[src/rtl/mips_mem_pkg.sv]
// Shared encodings and helpers for the memory stage: access sizes, FSM states,
// the EX/MEM slot layout and the alignment rule used by both capture and issue.
package mips_mem_pkg;

    localparam logic [1:0] SZ_BYTE = 2'b00;
    localparam logic [1:0] SZ_HALF = 2'b01;
    localparam logic [1:0] SZ_WORD = 2'b10;

    typedef enum logic {
        IDLE = 1'b0,
        REQ  = 1'b1
    } mem_state_t;

    typedef struct packed {
        logic        valid;
        logic        mem_read;
        logic        mem_write;
        logic [1:0]  size;
        logic        uns;
        logic        reg_write;
        logic        mem_to_reg;
        logic        and_out;
        logic [31:0] alu;
        logic [31:0] rt;
        logic [4:0]  wreg;
        logic [31:0] target;
    } exmem_t;

    // Counter must hold TIMEOUT-1.
    function automatic int tmo_cnt_w(input int timeout);
        return (timeout <= 2) ? 1 : $clog2(timeout);
    endfunction

    // Size 2'b11 is treated as a word access.
    function automatic logic is_misaligned(input logic [1:0] size, input logic [1:0] addr_lo);
        logic mis;
        case (size)
            SZ_BYTE: mis = 1'b0;
            SZ_HALF: mis = addr_lo[0];
            default: mis = |addr_lo;
        endcase
        return mis;
    endfunction

endpackage

[src/rtl/mem_lane_align.sv]
// Little-endian lane steering: store byte enables / replicated write data,
// and load byte/half extraction with sign or zero extension.
module mem_lane_align
    import mips_mem_pkg::*;
(
    input  logic [1:0]  i_size,
    input  logic [1:0]  i_addr_lo,
    input  logic        i_unsigned,
    input  logic [31:0] i_st_data,
    input  logic [31:0] i_rdata,
    output logic [3:0]  o_be,
    output logic [31:0] o_wdata,
    output logic [31:0] o_ld_data
);

    logic [7:0]  w_byte;
    logic [15:0] w_half;

    assign w_byte = i_rdata[{i_addr_lo, 3'b000} +: 8];
    assign w_half = i_addr_lo[1] ? i_rdata[31:16] : i_rdata[15:0];

    always_comb begin
        o_be    = 4'b1111;
        o_wdata = i_st_data;
        case (i_size)
            SZ_BYTE: begin
                o_be    = 4'b0001 << i_addr_lo;
                o_wdata = {4{i_st_data[7:0]}};
            end
            SZ_HALF: begin
                o_be    = i_addr_lo[1] ? 4'b1100 : 4'b0011;
                o_wdata = {2{i_st_data[15:0]}};
            end
            default: ;
        endcase
    end

    always_comb begin
        o_ld_data = i_rdata;
        case (i_size)
            SZ_BYTE: o_ld_data = {{24{~i_unsigned & w_byte[7]}}, w_byte};
            SZ_HALF: o_ld_data = {{16{~i_unsigned & w_half[15]}}, w_half};
            default: ;
        endcase
    end

endmodule

[src/rtl/mem_stage.sv]
// Memory pipeline stage: EX/MEM slot, req/ack data-memory FSM with timeout,
// MEM/WB register and registered branch decision for PC select.
module mem_stage
    import mips_mem_pkg::*;
#(
    parameter int TIMEOUT = 16,
    parameter int REG_LEN = 32   // only 32 is supported
)(
    input  logic               clk,
    input  logic               rst,
    input  logic               ex_valid,
    input  logic               flush,
    input  logic               mem_read,
    input  logic               mem_write,
    input  logic [1:0]         mem_size,
    input  logic               mem_unsigned,
    input  logic               reg_write,
    input  logic               mem_to_reg,
    input  logic               and_out,
    input  logic [REG_LEN-1:0] alu_result,
    input  logic [REG_LEN-1:0] rt_data,
    input  logic [4:0]         write_reg,
    input  logic [REG_LEN-1:0] adder_jump_addr_imm,
    output logic               stall_out,
    output logic               pc_src,
    output logic [REG_LEN-1:0] branch_target,
    output logic               dmem_req,
    output logic               dmem_we,
    output logic [REG_LEN-1:0] dmem_addr,
    output logic [3:0]         dmem_be,
    output logic [REG_LEN-1:0] dmem_wdata,
    input  logic               dmem_ack,
    input  logic [REG_LEN-1:0] dmem_rdata,
    output logic               wb_valid,
    output logic               wb_reg_write,
    output logic               wb_mem_to_reg,
    output logic [4:0]         wb_write_reg,
    output logic [REG_LEN-1:0] wb_alu_result,
    output logic [REG_LEN-1:0] wb_load_data,
    output logic               wb_misalign,
    output logic               wb_bus_error
);

    localparam int            CW      = tmo_cnt_w(TIMEOUT);
    localparam logic [CW-1:0] HIT_VAL = CW'(TIMEOUT - 1);

    mem_state_t    r_state, w_next;
    exmem_t        r_ex, w_ex_in;
    logic [CW-1:0] r_cnt;

    logic          r_wb_valid, r_wb_reg_write, r_wb_mem_to_reg, r_wb_misalign, r_wb_bus_error;
    logic [4:0]    r_wb_write_reg;
    logic [31:0]   r_wb_alu_result, r_wb_load_data;

    logic          w_capture, w_ack, w_tmo, w_memop, w_mis_op, w_in_memop;
    logic [3:0]    w_be;
    logic [31:0]   w_wdata, w_ld_data;

    assign w_ex_in = '{
        valid:      ex_valid & ~flush,
        mem_read:   mem_read,
        mem_write:  mem_write,
        size:       mem_size,
        uns:        mem_unsigned,
        reg_write:  reg_write,
        mem_to_reg: mem_to_reg,
        and_out:    and_out,
        alu:        alu_result,
        rt:         rt_data,
        wreg:       write_reg,
        target:     adder_jump_addr_imm
    };

    assign w_capture  = ~stall_out;
    assign w_memop    = r_ex.valid & (r_ex.mem_read | r_ex.mem_write);
    assign w_mis_op   = w_memop & is_misaligned(r_ex.size, r_ex.alu[1:0]);
    // Decides the FSM transition on the edge that captures the incoming slot.
    assign w_in_memop = w_ex_in.valid & (mem_read | mem_write)
                      & ~is_misaligned(mem_size, alu_result[1:0]);

    mem_lane_align u_align (
        .i_size     (r_ex.size),
        .i_addr_lo  (r_ex.alu[1:0]),
        .i_unsigned (r_ex.uns),
        .i_st_data  (r_ex.rt),
        .i_rdata    (dmem_rdata),
        .o_be       (w_be),
        .o_wdata    (w_wdata),
        .o_ld_data  (w_ld_data)
    );

    always_ff @(posedge clk or posedge rst) begin
        if (rst) begin
            r_state <= IDLE;
        end else begin
            r_state <= w_next;
        end
    end

    always_comb begin
        w_next = r_state;
        case (r_state)
            IDLE:    if (w_in_memop) w_next = REQ;
            REQ:     if (w_ack | w_tmo) w_next = w_in_memop ? REQ : IDLE;
            default: w_next = IDLE;
        endcase
    end

    always_comb begin
        dmem_req  = 1'b0;
        stall_out = 1'b0;
        w_ack     = 1'b0;
        w_tmo     = 1'b0;
        if (r_state == REQ) begin
            dmem_req  = 1'b1;
            w_ack     = dmem_ack;
            w_tmo     = ~dmem_ack & (r_cnt == HIT_VAL);
            stall_out = ~dmem_ack & (r_cnt != HIT_VAL);
        end
    end

    assign dmem_we    = dmem_req & r_ex.mem_write;
    assign dmem_addr  = dmem_req ? {r_ex.alu[31:2], 2'b00} : '0;
    assign dmem_be    = dmem_req ? w_be : 4'b0000;
    assign dmem_wdata = dmem_req ? w_wdata : '0;

    // Counts stalled REQ cycles; any completion (ack or timeout) restarts it.
    always_ff @(posedge clk or posedge rst) begin
        if (rst) begin
            r_cnt <= '0;
        end else if (stall_out) begin
            r_cnt <= r_cnt + 1'b1;
        end else begin
            r_cnt <= '0;
        end
    end

    always_ff @(posedge clk or posedge rst) begin
        if (rst) begin
            r_ex <= '0;
        end else if (w_capture) begin
            r_ex <= w_ex_in;
        end
    end

    always_ff @(posedge clk or posedge rst) begin
        if (rst) begin
            r_wb_valid      <= 1'b0;
            r_wb_reg_write  <= 1'b0;
            r_wb_mem_to_reg <= 1'b0;
            r_wb_misalign   <= 1'b0;
            r_wb_bus_error  <= 1'b0;
            r_wb_write_reg  <= '0;
            r_wb_alu_result <= '0;
            r_wb_load_data  <= '0;
        end else if (w_capture && r_ex.valid) begin
            r_wb_valid      <= 1'b1;
            r_wb_reg_write  <= r_ex.reg_write & ~w_mis_op & ~w_tmo;
            r_wb_mem_to_reg <= r_ex.mem_to_reg;
            r_wb_misalign   <= w_mis_op;
            r_wb_bus_error  <= w_tmo;
            r_wb_write_reg  <= r_ex.wreg;
            r_wb_alu_result <= r_ex.alu;
            r_wb_load_data  <= (w_ack & r_ex.mem_read) ? w_ld_data : '0;
        end else begin
            r_wb_valid      <= 1'b0;
            r_wb_reg_write  <= 1'b0;
            r_wb_mem_to_reg <= 1'b0;
            r_wb_misalign   <= 1'b0;
            r_wb_bus_error  <= 1'b0;
            r_wb_write_reg  <= '0;
            r_wb_alu_result <= '0;
            r_wb_load_data  <= '0;
        end
    end

    assign pc_src        = r_ex.valid & r_ex.and_out;
    assign branch_target = r_ex.target;

    assign wb_valid      = r_wb_valid;
    assign wb_reg_write  = r_wb_reg_write;
    assign wb_mem_to_reg = r_wb_mem_to_reg;
    assign wb_write_reg  = r_wb_write_reg;
    assign wb_alu_result = r_wb_alu_result;
    assign wb_load_data  = r_wb_load_data;
    assign wb_misalign   = r_wb_misalign;
    assign wb_bus_error  = r_wb_bus_error;

endmodule

[config.mk]
export PLATFORM = sky130hd
export DESIGN_NAME = mem_stage
export DESIGN_NICKNAME = d
export VERILOG_FILES = /design/src/rtl/mips_mem_pkg.sv /design/src/rtl/mem_lane_align.sv /design/src/rtl/mem_stage.sv
export SDC_FILE = /design/constraint.sdc
export NUM_CORES = 1
export LEC_CHECK = 0
export BUFFER_PORTS_ARGS = -buffer_cell sky130_fd_sc_hd__buf_2
export CAP_MARGIN = 30
export CELL_PAD_IN_SITES_DETAIL_PLACEMENT = 1
export CELL_PAD_IN_SITES_GLOBAL_PLACEMENT = 1
export CORE_MARGIN = 5
export CORE_UTILIZATION = 32
export CTS_CLUSTER_DIAMETER = 30
export DETAILED_ROUTE_END_ITERATION = 7
export GPL_TIMING_DRIVEN = 1
export PLACE_DENSITY = 0.71
export SYNTH_ARGS = -nofsm -noshare
export SYNTH_HDL_FRONTEND = slang
export SYNTH_SLANG_ARGS = --single-unit
[constraint.sdc]
create_clock -name clk -period 10.7 [get_ports clk]
set_input_delay 2.14 -clock clk [delete_from_list [all_inputs] [get_ports clk]]
set_output_delay 2.14 -clock clk [all_outputs]
set_load 0.005 [all_outputs]
==> impl_metrics.py <==
metrics = {
    "logic_synthesis": {
        "yosysSeqAreaShare_pct": 57.3,
        "synth.area.top_cells": "dfrtp_1 (57%), nand2_1 (17%), and2_1 (3.3%)",
        "synth_top_area_share_pct": 57.3,
        "yosys_most_used_dff": "dfrtp_1",
        "ys_warn_count": 0,
        "syn_inst": 885,
        "yosysTopAreaCell": "dfrtp_1",
        "ys_ff_latch": 189,
        "syn-cell-area_um2": 8260,
        "synth_common_cells": "nand2_1 (370), dfrtp_1 (189), and2_1 (43), and3_1 (39), buf_4 (35)",
        "synth_edf_count": 0,
        "synth_area_per_cell_um2": 9.33,
        "async_flop_share_pct": 100,
        "ys_types": 40,
        "synth_most_common_cell": "nand2_1",
    },
    "clock_network": {
        "cts_tree": "done",
        "numCtsBuffers": 17,
        "post_cts_buffers": 0,
        "hold_buffers": 0,
        "cts.htree.levels": 4,
        "ctsLongestPathBuffers": 2,
        "clock_sinks": 189,
        "cts-resized-gates": 0,
        "ctsRootBufferMaster": "clkbuf_16",
        "clk_latency_ps": 430,
        "clkTransAtPathRegs_ps": 80,
    },
    "finish": {
        "layout-drive-gt1-share_pct": 32.1,
        "seq_area_um2": 4730,
        "nFillCells": 3044,
        "multi_input_area_um2": 3010,
        "design_area_um2": 10500,
        "synthToLayoutAreaGrowth_pct": 26.7,
        "largest_reg_flops": 78,
        "nNetsFinal": 1290,
        "regMostFlops": "r_ex",
        "final_util_pct": 41.3,
    },
    "grt": {
        "grt_first_pass_wirelength_um": 41700,
        "grt_max_degree": 123,
        "grt_usage_pct": 18.2,
        "antenna_found_initial": 5,
        "grt_pass1_vias": 7454,
        "grt_overflow": 0,
    },
    "die": {
        "coreArea_um2": 25300,
        "die_y_um": 171,
        "num_rows": 58,
        "die_area_um2": 29100,
        "dieWidth_um": 171,
        "start_util_pct": 32.6,
        "ios": 324,
    },
    "critical_path": {
        "reg2reg_from": "r_cnt[0]$_DFF_PP0_",
        "worst-r2r-setup-slack_ps": 7910,
        "crit_path_start_kind": "input pin",
        "rr_endpoint": "r_ex[98]$_DFFE_PP0N_",
        "endpoint_kind": "output pin",
        "path_max_fanout": 59,
        "crit_arrival_ps": 3610,
        "worstPathRequired_ps": 8560,
        "worstSetupPathType": "in -> out",
        "r2r_cells": 7,
    },
    "status": {
        "outcome": "completed",
    },
    "timing": {
        "min_period_ps": 5750,
        "min_period_over_period_pct": 53.7,
        "grt_setup_unrepaired": "no",
        "tns_ps": 0,
        "finClkSkew_ps": 12.6,
        "fmax_mhz": 174,
        "worst_pin_slew_ps": 1010,
        "timing.final.hold_violations": 0,
        "slew_viol_final": 0,
        "relSlewSlack_pct": 32.8,
        "setup-violations-final": 0,
    },
    "route": {
        "first_pass_iters": 4,
        "wl_um": 26800,
        "vias": 7023,
        "vias_per_cell": 4.72,
        "antenna_left": 0,
        "routedWlPerCell_um": 18.0,
        "drtIter0Drc": 526,
        "drc_errors": 0,
    },
    "min_path": {
        "hp-start": "branch_target[1]$_DFFE_PP0N_",
        "whs_endpoint": "branch_target[1]$_DFFE_PP0N_",
        "hold_path_class": "reg -> reg",
        "worstHoldPathCells": 2,
    },
    "place": {
        "port_buffers": 321,
        "post_dp_cell_area_um2": 9850,
        "place_congestion": 0.783,
        "place_hpwl_um": 19000,
    },
    "pwr": {
        "power_density_nw_per_um2": 157,
        "p_leak_nw": 6.18,
        "ir_drop_uv": 77.3,
    },
    "run": {
        "maxCapViolations": 0,
    },
}
-- area by class of cell --
| cell class | instances | area share, % |
|---|---|---|
| antenna | 1 | 0.0239 |
| clock buffer | 17 | 4.07 |
| clock inverter | 15 | 1.64 |
| inverter | 7 | 0.347 |
| multi-input combinational | 599 | 28.8 |
| sequential | 189 | 45.2 |
| tap | 330 | 3.95 |
| timing repair buffer | 329 | 15.9 |
-- critical path, cell delays in order --
cell and delay (ps):
buf_2 120, nor2b_1 260, nand2_4 400, inv_4 450
buf_2 190
-- per-layer routing --
metal / vias up / global-route usage (%) / part of all wire [%]
li1: 3315 / - / -
met5: - / 0 / 0.13
met1: 3417 / 22.9 / 42
met3: 41 / 6.86 / 8.7
met2: 244 / 29.6 / 47
met4: 6 / 5.24 / 2.5
-- metrics by stage --
step                setup slack, ps  std cells  total power [mW]  hold slack [ps]
finish                         4950       1487              1.64              465
CTS                            4920       1485              1.67              469
global route                   4800       1487              1.73              488
global placement               4950       1452              1.02              442
detailed placement             4920       1453              1.02              450
floorplan                      3420        886             0.925              431
-- power breakdown --
| group | internal (mW) | leakage [nW] | switching [mW] |
|---|---|---|---|
| Sequential | 0.757 | 2.38 | 0.0310 |
| Clock | 0.316 | 0.288 | 0.322 |
| Combinational | 0.0887 | 3.52 | 0.124 |
| Total | 1.16 | 6.18 | 0.478 |
-- how the worst max path moves through the flow --
| stage | from | endpoint | slack, ps | cells after the start |
|---|---|---|---|---|
| after floorplan | rst | branch_target[0]$_DFFE_PP0N_ | 3420 | 1 |
| after global placement | dmem_ack | stall_out | 4950 | 5 |
| after detailed placement | dmem_ack | stall_out | 4920 | 5 |
| after CTS | dmem_ack | stall_out | 4920 | 5 |
| after global routing | dmem_ack | stall_out | 4800 | 5 |
| final | dmem_ack | stall_out | 4950 | 5 |
-- cells in the final DEF, fill, tap and decap left out, types with 5 or more instances in the layout --
cell and instances:
a22o_1 8, clkbuf_16 17, buf_2 321, o211a_1 8, buf_4 8, clkinv_8 5, a21o_1 16, nor2b_1 11
and2_1 43, and3_1 39, nor2_1 9, a311o_1 6, a21boi_1 9, nand2_1 369, a21oi_1 24, mux2i_1 19
dfrtp_1 188, a22oi_1 8
-- cell families (layout without fill, tap and decap cells) --
logic type | Yosys count | in the layout | synth area share (%)
buffers and inverters | 98 | 368 | 6.37
other | 1 | 3 | 0.0454
AO/OA/AOI/OAI | 92 | 92 | 8.15
AND/OR/NAND/NOR | 481 | 481 | 25.2
XOR/XNOR | 2 | 2 | 0.212
adder cells (fa/ha/maj) | 1 | 1 | 0.152
multiplexers | 21 | 21 | 2.58
flip-flops | 189 | 189 | 57.3
Note: power is estimated with default switching activity, not from simulation.
